--- config.mk ---
export PLATFORM = sky130hd
export DESIGN_NAME = counter_enable_ctrl_flat
export DESIGN_NICKNAME = d
export VERILOG_FILES = /design/src/rtl/counter_ctrl_pkg.sv /design/src/rtl/counter_enable_ctrl_if.sv /design/src/rtl/btn_debounce.sv /design/src/rtl/counter_enable_ctrl.sv /design/src/flat_wrapper.sv
export SDC_FILE = /design/constraint.sdc
export NUM_CORES = 1
export LEC_CHECK = 0
export ABC_AREA = 1
export CAP_MARGIN = 20
export CORE_ASPECT_RATIO = 0.8
export CORE_MARGIN = 5
export CORE_UTILIZATION = 41
export DETAILED_ROUTE_END_ITERATION = 7
export GPL_TIMING_DRIVEN = 0
export PLACE_DENSITY = 0.61
export SLEW_MARGIN = 20
export SYNTH_ARGS = -nofsm -noshare
export SYNTH_HDL_FRONTEND = slang
export SYNTH_SLANG_ARGS = --single-unit
--- constraint.sdc ---
create_clock -name clock -period 1.87 [get_ports clock]
set_input_delay 0.187 -clock clock [delete_from_list [all_inputs] [get_ports clock]]
set_output_delay 0.187 -clock clock [all_outputs]
set_load 0.02 [all_outputs]
--- src/rtl/counter_ctrl_pkg.sv ---
// Shared definitions for the counter enable controller: FSM encoding and default sizing.
package counter_ctrl_pkg;

  typedef enum logic [1:0] {
    StStopped = 2'd0,
    StRunning = 2'd1,
    StStep    = 2'd2
  } ctrl_state_e;

  localparam int unsigned DefSyncStages     = 2;
  localparam int unsigned DefDebounceCycles = 4;
  localparam int unsigned DefPrescaleW      = 8;

  // Bits needed to hold a counter that runs 0 .. max_val-1 (at least one bit).
  function automatic int unsigned cnt_width(input int unsigned max_val);
    return (max_val < 2) ? 1 : $clog2(max_val);
  endfunction

endpackage

--- src/rtl/counter_enable_ctrl_if.sv ---
// Button inputs, prescale setting and counter-drive outputs of the enable controller.
interface counter_enable_ctrl_if
  import counter_ctrl_pkg::*;
#(
  parameter int unsigned PRESCALE_W = DefPrescaleW
);

  logic                  btn_run;
  logic                  btn_clear;
  logic                  btn_step;
  logic [PRESCALE_W-1:0] prescale;
  logic                  enable;
  logic                  counter_reset;
  logic                  running;

  // Whoever presses the buttons and watches the counter drive.
  modport master (
    output btn_run,
    output btn_clear,
    output btn_step,
    output prescale,
    input  enable,
    input  counter_reset,
    input  running
  );

  // The controller itself.
  modport slave (
    input  btn_run,
    input  btn_clear,
    input  btn_step,
    input  prescale,
    output enable,
    output counter_reset,
    output running
  );

endinterface

--- src/rtl/btn_debounce.sv ---
// Synchroniser plus debouncer for one raw push-button; emits the clean level and a
// registered one-cycle pulse on every accepted 0->1 change.
module btn_debounce
  import counter_ctrl_pkg::*;
#(
  parameter int unsigned SYNC_STAGES     = DefSyncStages,
  parameter int unsigned DEBOUNCE_CYCLES = DefDebounceCycles
) (
  input  logic clock,
  input  logic reset,
  input  logic raw,
  output logic level,
  output logic rise
);

  localparam int unsigned    CntW    = cnt_width(DEBOUNCE_CYCLES);
  localparam logic [CntW-1:0] LastCnt = CntW'(DEBOUNCE_CYCLES - 1);

  logic [SYNC_STAGES-1:0] sync_q;
  logic                   sync_out;
  logic [CntW-1:0]        cnt_q, cnt_d;
  logic                   level_q, level_d;
  logic                   rise_q, rise_d;

  assign sync_out = sync_q[SYNC_STAGES-1];

  // Metastability chain: raw enters at bit 0 and leaves at the top bit.
  always_ff @(posedge clock or posedge reset) begin
    if (reset) begin
      sync_q <= '0;
    end else begin
      sync_q <= {sync_q[SYNC_STAGES-2:0], raw};
    end
  end

  // Count consecutive disagreeing samples; flip the level when the run is long enough.
  always_comb begin
    cnt_d   = '0;
    level_d = level_q;
    rise_d  = 1'b0;
    if (sync_out != level_q) begin
      if (cnt_q == LastCnt) begin
        level_d = sync_out;
        rise_d  = sync_out;
      end else begin
        cnt_d = cnt_q + CntW'(1);
      end
    end
  end

  // Debounce state and registered outputs.
  always_ff @(posedge clock or posedge reset) begin
    if (reset) begin
      cnt_q   <= '0;
      level_q <= 1'b0;
      rise_q  <= 1'b0;
    end else begin
      cnt_q   <= cnt_d;
      level_q <= level_d;
      rise_q  <= rise_d;
    end
  end

  assign level = level_q;
  assign rise  = rise_q;

endmodule

--- src/rtl/counter_enable_ctrl.sv ---
// Run/stop/step controller producing a prescaled enable pulse and a clear pulse for the
// downstream 4-bit counter. All outputs come straight from flops.
module counter_enable_ctrl
  import counter_ctrl_pkg::*;
#(
  parameter int unsigned SYNC_STAGES     = DefSyncStages,
  parameter int unsigned DEBOUNCE_CYCLES = DefDebounceCycles,
  parameter int unsigned PRESCALE_W      = DefPrescaleW
) (
  input logic                  clock,
  input logic                  reset,
  counter_enable_ctrl_if.slave bus
);

  logic run_rise, clear_rise, step_rise;
  logic run_level, clear_level, step_level;

  // Levels are not needed by the controller; only the rising pulses drive it.
  logic unused_levels;
  assign unused_levels = ^{run_level, clear_level, step_level};

  btn_debounce #(
    .SYNC_STAGES    (SYNC_STAGES),
    .DEBOUNCE_CYCLES(DEBOUNCE_CYCLES)
  ) u_run_db (
    .clock(clock),
    .reset(reset),
    .raw  (bus.btn_run),
    .level(run_level),
    .rise (run_rise)
  );

  btn_debounce #(
    .SYNC_STAGES    (SYNC_STAGES),
    .DEBOUNCE_CYCLES(DEBOUNCE_CYCLES)
  ) u_clear_db (
    .clock(clock),
    .reset(reset),
    .raw  (bus.btn_clear),
    .level(clear_level),
    .rise (clear_rise)
  );

  btn_debounce #(
    .SYNC_STAGES    (SYNC_STAGES),
    .DEBOUNCE_CYCLES(DEBOUNCE_CYCLES)
  ) u_step_db (
    .clock(clock),
    .reset(reset),
    .raw  (bus.btn_step),
    .level(step_level),
    .rise (step_rise)
  );

  ctrl_state_e           state_q, state_d;
  logic [PRESCALE_W-1:0] tick_q, tick_d;
  logic                  enable_q, enable_d;
  logic                  counter_reset_q, counter_reset_d;
  logic                  running_q;

  // State register, tick counter and output flops.
  always_ff @(posedge clock or posedge reset) begin
    if (reset) begin
      state_q         <= StStopped;
      tick_q          <= '0;
      enable_q        <= 1'b0;
      counter_reset_q <= 1'b1;
      running_q       <= 1'b0;
    end else begin
      state_q         <= state_d;
      tick_q          <= tick_d;
      enable_q        <= enable_d;
      counter_reset_q <= counter_reset_d;
      running_q       <= (state_d == StRunning);
    end
  end

  // Next state: clear swallows run/step events; STEP always lasts a single cycle.
  always_comb begin
    state_d = state_q;
    unique case (state_q)
      StStopped: begin
        if (!clear_rise) begin
          if (run_rise) begin
            state_d = StRunning;
          end else if (step_rise) begin
            state_d = StStep;
          end
        end
      end
      StRunning: begin
        if (!clear_rise && run_rise) begin
          state_d = StStopped;
        end
      end
      StStep:  state_d = StStopped;
      default: state_d = StStopped;
    endcase
  end

  // Outputs and prescaler. The step pulse is launched on entry to STEP so it is
  // high for exactly the cycle the FSM spends there.
  always_comb begin
    enable_d        = 1'b0;
    counter_reset_d = 1'b0;
    tick_d          = tick_q;
    if (clear_rise) begin
      counter_reset_d = 1'b1;
      tick_d          = '0;
    end else begin
      unique case (state_q)
        StStopped: begin
          if (run_rise) begin
            tick_d = '0;
          end else if (step_rise) begin
            enable_d = 1'b1;
          end
        end
        StRunning: begin
          if (run_rise) begin
            tick_d = '0;
          end else if (tick_q >= bus.prescale) begin
            // >= rather than == so lowering prescale below tick wraps on the next edge.
            enable_d = 1'b1;
            tick_d   = '0;
          end else begin
            tick_d = tick_q + PRESCALE_W'(1);
          end
        end
        StStep:  tick_d = tick_q;
        default: tick_d = '0;
      endcase
    end
  end

  assign bus.enable        = enable_q;
  assign bus.counter_reset = counter_reset_q;
  assign bus.running       = running_q;

endmodule

--- src/flat_wrapper.sv ---
// flat-port wrapper written by rule: the top's interface ports become plain ports
module counter_enable_ctrl_flat import counter_ctrl_pkg::*;
#(
  parameter int unsigned SYNC_STAGES     = DefSyncStages,
  parameter int unsigned DEBOUNCE_CYCLES = DefDebounceCycles,
  parameter int unsigned PRESCALE_W      = DefPrescaleW
)
  (clock, reset, bus_btn_run, bus_btn_clear, bus_btn_step, bus_prescale, bus_enable, bus_counter_reset, bus_running);
  counter_enable_ctrl_if #(.PRESCALE_W(PRESCALE_W)) bus_i ();
  input logic clock;
  input logic reset;
  input wire logic [$bits(bus_i.btn_run)-1:0] bus_btn_run;
  input wire logic [$bits(bus_i.btn_clear)-1:0] bus_btn_clear;
  input wire logic [$bits(bus_i.btn_step)-1:0] bus_btn_step;
  input wire logic [$bits(bus_i.prescale)-1:0] bus_prescale;
  output wire logic [$bits(bus_i.enable)-1:0] bus_enable;
  output wire logic [$bits(bus_i.counter_reset)-1:0] bus_counter_reset;
  output wire logic [$bits(bus_i.running)-1:0] bus_running;
  assign bus_i.btn_run = bus_btn_run;
  assign bus_i.btn_clear = bus_btn_clear;
  assign bus_i.btn_step = bus_btn_step;
  assign bus_i.prescale = bus_prescale;
  assign bus_enable = bus_i.enable;
  assign bus_counter_reset = bus_i.counter_reset;
  assign bus_running = bus_i.running;
  counter_enable_ctrl #(.SYNC_STAGES(SYNC_STAGES), .DEBOUNCE_CYCLES(DEBOUNCE_CYCLES), .PRESCALE_W(PRESCALE_W)) u_core (.clock(clock), .reset(reset), .bus(bus_i));
endmodule
* Word level (Yosys, flattened, before mapping)
Cells that the tools add are included.
** Cells by class
- Add/sub/neg operators :: 4
- $mul :: 0
- Div/mod/pow operators :: 0
- $lt $le $gt $ge :: 1
- Equality and inequality tests :: 11
- Shift-type cells :: 0
- Muxes and demuxes :: 29
- Bitwise gates (word level) :: 0
- Reductions and logical operators :: 7
** Operators by type and width (number)
- 8-bit two-way mux :: 4
- 8-bit case mux with 3 select lines :: 1
- 2-bit two-way mux :: 10
- 1-bit two-way mux :: 12
- 8-bit by 1-bit adder with 8-bit output, second input constant :: 1
- 2-bit equality test, second input constant :: 4
- 8-bit >= comparator :: 1
- 2-bit AND reduction :: 4
- 2-bit by 1-bit adder with 2-bit output, second input constant :: 3
- 2-bit by 1-bit equality test with 1-bit output, second input constant :: 2
- 2-bit case mux with 2 select lines :: 1
- 1-bit != test :: 3
- 3-bit != test, second input constant :: 1
- 2-bit logical NOT :: 1
- 2-bit != test, second input constant :: 1
- 1-bit case mux with 2 select lines :: 1
- 1-bit logical AND :: 1
- 1-bit logical NOT :: 1
** Storage, ports and cells
- Bits in registers :: 31
- Latch bits :: 0
- Bits in writable memories :: 0
- Memory bits (read-only) :: 0
- Input port bits :: 13
- Output and inout port bits :: 3
- Word-level logic and storage cells :: 69
- Memories :: 0

* Logic depth before layout (Yosys ltp)
- Depth after elaboration :: 5
- Depth in mapped cells :: 11

* Hierarchy
From an unflattened synthesis, not the netlist that was laid out.
** Second synthesis, totals
- Cell total of the unflattened synthesis :: 191
- Area, all modules :: 1574.0 µm²
** Modules (own cells, without submodules)
- counter_enable_ctrl :: times used 1, cells an instance 131, area an instance 928.4 µm², seq. area each 326.6 µm²
- btn_debounce :: times used 3, cells an instance 20, area an instance 215.2 µm², seq. area each 150.1 µm²

* Worst setup path after synthesis
Ideal clock, no wire load.
- Kind :: register -> register
- From :: register u_core.tick_q[2]
- To :: register u_core.enable_q, in the netlist u_core.bus.enable
- Library setup time :: 126 ps
- Arrival :: 1276 ps
- Data required time :: 1744 ps
- Setup slack :: 468 ps
- Cell stages (with the launch flop) :: 10
- Path buffers :: 0
- Path through :: dfrtp_1 -> ha_1 -> nand2_1 -> nor2_1 -> nor2_1 -> nand2_1 -> nand2_1 -> nand2_1 -> nand2_1 -> o21ai_0
** Between the ends
- Cells in the longest elaborated chain, start to end :: 5
** RTL lines
- start: declaration :: RTL line counter_enable_ctrl.sv:56 : logic [PRESCALE_W-1:0] tick_q, tick_d;
- start signal: assignment :: RTL line counter_enable_ctrl.sv:71 : tick_q <= tick_d;
- 8-bit >= comparator :: RTL line counter_enable_ctrl.sv:122 : end else if (tick_q >= bus.prescale) begin
- 1-bit two-way mux :: RTL line counter_enable_ctrl.sv:122
- 1-bit two-way mux :: RTL line counter_enable_ctrl.sv:120 : if (run_rise) begin
- 1-bit case mux with 2 select lines :: RTL line counter_enable_ctrl.sv:111 : unique case (state_q)
- 1-bit two-way mux :: RTL line counter_enable_ctrl.sv:107 : if (clear_rise) begin
- named net u_core.enable_d :: RTL line counter_enable_ctrl.sv:57 : logic enable_q, enable_d;
- end signal: assignment :: RTL line counter_enable_ctrl.sv:72 : enable_q <= enable_d;
- end: declaration :: RTL line counter_enable_ctrl.sv:57
The timed path passes the listed nets, and every way through them passes these cells.
A chain may end at the register's enable or synchronous reset.

* Worst setup path after layout
Ends and elaborated chain as after synthesis.

==> impl_metrics.tcl <==
set metrics [dict create \
    worstSetupStartpoint "u_core.tick_q[2]$_DFFE_PP0P_" \
    hold_viol 0 \
    slew_headroom_pct 52.0 \
    routed_wl_mm 2.58 \
    fin_util_pct 51.8 \
    syn-instance-count 160 \
    dr.first_iter.drc_count 40 \
    grt_pass1_vias 1113 \
    clk_latency_ns 0.28 \
    cp-end-kind "flip-flop" \
    grt_use_met2_pct 20.5 \
    syn_nets 185 \
    synth_cell_types 19 \
    rsz0062_at_grt "false" \
    crit_type "flip-flop to flip-flop" \
    ys_seq_elements 31 \
    rows 19 \
    arrival_ns 1.75 \
    final_cell_mix "nand2_1 (43), dfrtp_1 (30), inv_1 (22), nor2_1 (15), clkdlybuf4s50_1 (15)" \
    vias_per_cell 4.86 \
    cts.clk_slew.worst_paths_ns 0.06 \
    r2r_cells 9 \
    grt_util_met1_pct 13.8 \
    die_h_microns 63.8 \
    dpl.hpwl_mm 1.95 \
    drive_gt1_share_pct 7.10 \
    cts.htree.levels 2 \
    timing.rr.start "u_core.tick_q[2]$_DFFE_PP0P_" \
    num-nets-final 208 \
    synth_top_area_share_pct 50.7 \
    status "finished, final reports clean" \
    initial_utilization_pct 43.0 \
    fmax_mhz 634 \
    critPathLaunchType "flip-flop" \
    rr_endpoint "u_core.bus.enable$_DFF_PP0_" \
    cts_tree "yes" \
    r2r_slack_ns 0.29 \
    critPathMaxFanout 9 \
    route.antenna.remaining_nets 0 \
    syn_area_sq_um 1480 \
    cts-resized-gates 0 \
    grt_overflow 0 \
    yosysWarningCount 0 \
    synthAdderAreaFrac_pct 10.1 \
    hold_class "input port to asynchronous set/reset pin" \
    layout_commonest_cell "nand2_1" \
    critPathCapture "u_core.bus.enable$_DFF_PP0_" \
    setup_tns_ns 0 \
    tightest_slew_ns 0.720 \
    cts_sinks 31 \
    io_buffers 15 \
    gp_congestion 0.782 \
    area.growth.synth_to_final_pct 20.6 \
    synthMuxAreaShare_pct 0 \
    cts-root-buf "clkbuf_8" \
    grt_most_used_layer "met2" \
    cap_violations 0 \
    grt_use_met3_pct 3.79 \
    worstPathRequired_ns 2.04 \
    yosysSeqAreaShare_pct 52.4 \
    synth_simple_gate_area_share_pct 22.7 \
    fin_skew_ns 0.00609 \
    fp.coreArea_sq_um 3450 \
    drc 0 \
    finalSetupViolCount 0 \
    clockBufferDepth 2 \
    synth_compound_area_share_pct 4.39 \
    syn_area_per_cell_sq_um 9.26 \
    avgRoutedWirePerCell_microns 11.5 \
    grt_max_degree 20 \
    die_w_microns 77.2 \
    vias 1093 \
    cts-buffers-inserted 5 \
    period_share_pct 84.3 \
    yosysTopAreaCell "dfrtp_1" \
    fin_crit_ns 1.58 \
    postCtsHoldBufs 0 \
    antenna_found_initial 0 \
    synth_top_family_by_area "simple AND/OR/NAND/NOR gates" \
    grt_usage_pct 12.1 \
    grt_pass1_wl_mm 4.70 \
    insertedDiodeCount 0 \
    io_pins 16 \
    synthTopCellsByArea "dfrtp_1 (51%), nand2_1 (11%), ha_1 (10%), inv_1 (5.6%), nor2_1 (3.8%)" \
    powerDensity_nw_per_um2 1280 \
    drt-pass1-iter-count 4 \
    leakagePower_nw 0.925 \
    synth-xor-area-share_pct 4.14 \
    postCtsSetupBuffers 0 \
    drv_slew 0 \
    irDropWorstVdd_uv 590 \
    fp.dieArea_sq_um 4920 \
]
## flip-flops by register name (all words and copies together) (netlist names), 2 cells and up
| signal | cells |
|---|---|
| u_core.state_q | 2 |
| u_core.tick_q | 8 |
| u_core.u_clear_db.cnt_q | 2 |
| u_core.u_clear_db.sync_q | 2 |
| u_core.u_run_db.cnt_q | 2 |
| u_core.u_run_db.sync_q | 2 |
| u_core.u_step_db.cnt_q | 2 |
| u_core.u_step_db.sync_q | 2 |
## critical path, cell delays in order, from the launching register on
cell and delay (ns):
dfrtp_1 0.45, ha_1 0.30, nand2_1 0.08, nor2_1 0.05, nor2_1 0.07, nand2_1 0.05
nand2_1 0.24, nand2_1 0.09, nand2_1 0.06, o21ai_0 0.07
## cell families (layout without fill, tap and decap cells)
kind of cell	Yosys count	in the layout
and+or+nand+nor	75	75
DFF	31	31
AOI/OAI and AO/OA	11	11
buffers and inverters	24	47
xor gates and xnor gates	7	7
adders and majority gates	12	12
## how the worst min path moves through the flow
| stage | to | start | cells past startpoint | slack (ns) |
|---|---|---|---|---|
| final | u_core.u_clear_db.sync_q[0]$_DFF_PP0_ | reset | 2 | 0.32 |
| after global routing | u_core.u_clear_db.sync_q[0]$_DFF_PP0_ | bus_btn_clear | 1 | 0.35 |
| after CTS | u_core.u_clear_db.sync_q[0]$_DFF_PP0_ | bus_btn_clear | 1 | 0.33 |
| after detailed placement | u_core.u_clear_db.sync_q[1]$_DFF_PP0_ | u_core.u_clear_db.sync_q[0]$_DFF_PP0_ | 0 | 0.34 |
| after global placement | u_core.u_step_db.sync_q[1]$_DFF_PP0_ | u_core.u_step_db.sync_q[0]$_DFF_PP0_ | 0 | 0.33 |
| after floorplan | u_core.u_clear_db.sync_q[0]$_DFF_PP0_ | bus_btn_clear | 0 | 0.22 |
## metal layers
layer	up-vias	share of wire [%]
met1	512	45
met5	-	0
met3	7	4.0
met2	14	49
li1	560	-
met4	0	2.1
## synthesized netlist by cell type
| cell | instances |
|---|---|
| nand4_1 | 8 |
| nand2_1 | 43 |
| nor3_1 | 3 |
| xor2_1 | 3 |
| nand3b_1 | 3 |
| nor2_1 | 15 |
| inv_2 | 1 |
| o21ai_0 | 5 |
| dfrtp_1 | 30 |
| a21oi_1 | 4 |
| xnor2_1 | 4 |
| ha_1 | 12 |
| a211oi_2 | 1 |
| clkbuf_2 | 1 |
| dfstp_2 | 1 |
| inv_1 | 22 |
| o21a_1 | 1 |
| nand3_1 | 2 |
| nor4_4 | 1 |
## area by class of cell
class / instances / area, sq um
plain buffers: 1 / 5.00
fillers: 306 / 1660
flip-flops and latches: 31 / 777
well taps: 42 / 52.6
repair buffers: 16 / 165
clock inverters: 1 / 5.00
clock buffers: 6 / 82.6
multi-input cells: 105 / 613
inverters: 23 / 86.3
## report_power, final
| group | internal, mW | switching, mW | leakage [nW] |
|---|---|---|---|
| sequential | 0.858 | 0.159 | 0.397 |
| combinational | 0.327 | 0.418 | 0.481 |
| clock | 0.288 | 0.231 | 0.0470 |
## through the flow
| stage | cells | area, sq um | setup slack, ns | hold slack (ns) | power, mW |
|---|---|---|---|---|---|
| after floorplan | 160 | 1480 | 0.468 | 0.218 | 1.56 |
| after global placement | 217 | 1680 | 0.0587 | 0.331 | 1.72 |
| after detailed placement | 218 | 1700 | 0.0459 | 0.338 | 1.79 |
| after CTS | 225 | 1790 | 0.261 | 0.331 | 2.32 |
| after global routing | 225 | 1790 | 0.0989 | 0.346 | 2.50 |
| final | 225 | 1790 | 0.293 | 0.323 | 2.28 |
Note: power is estimated with default switching activity, not from simulation.
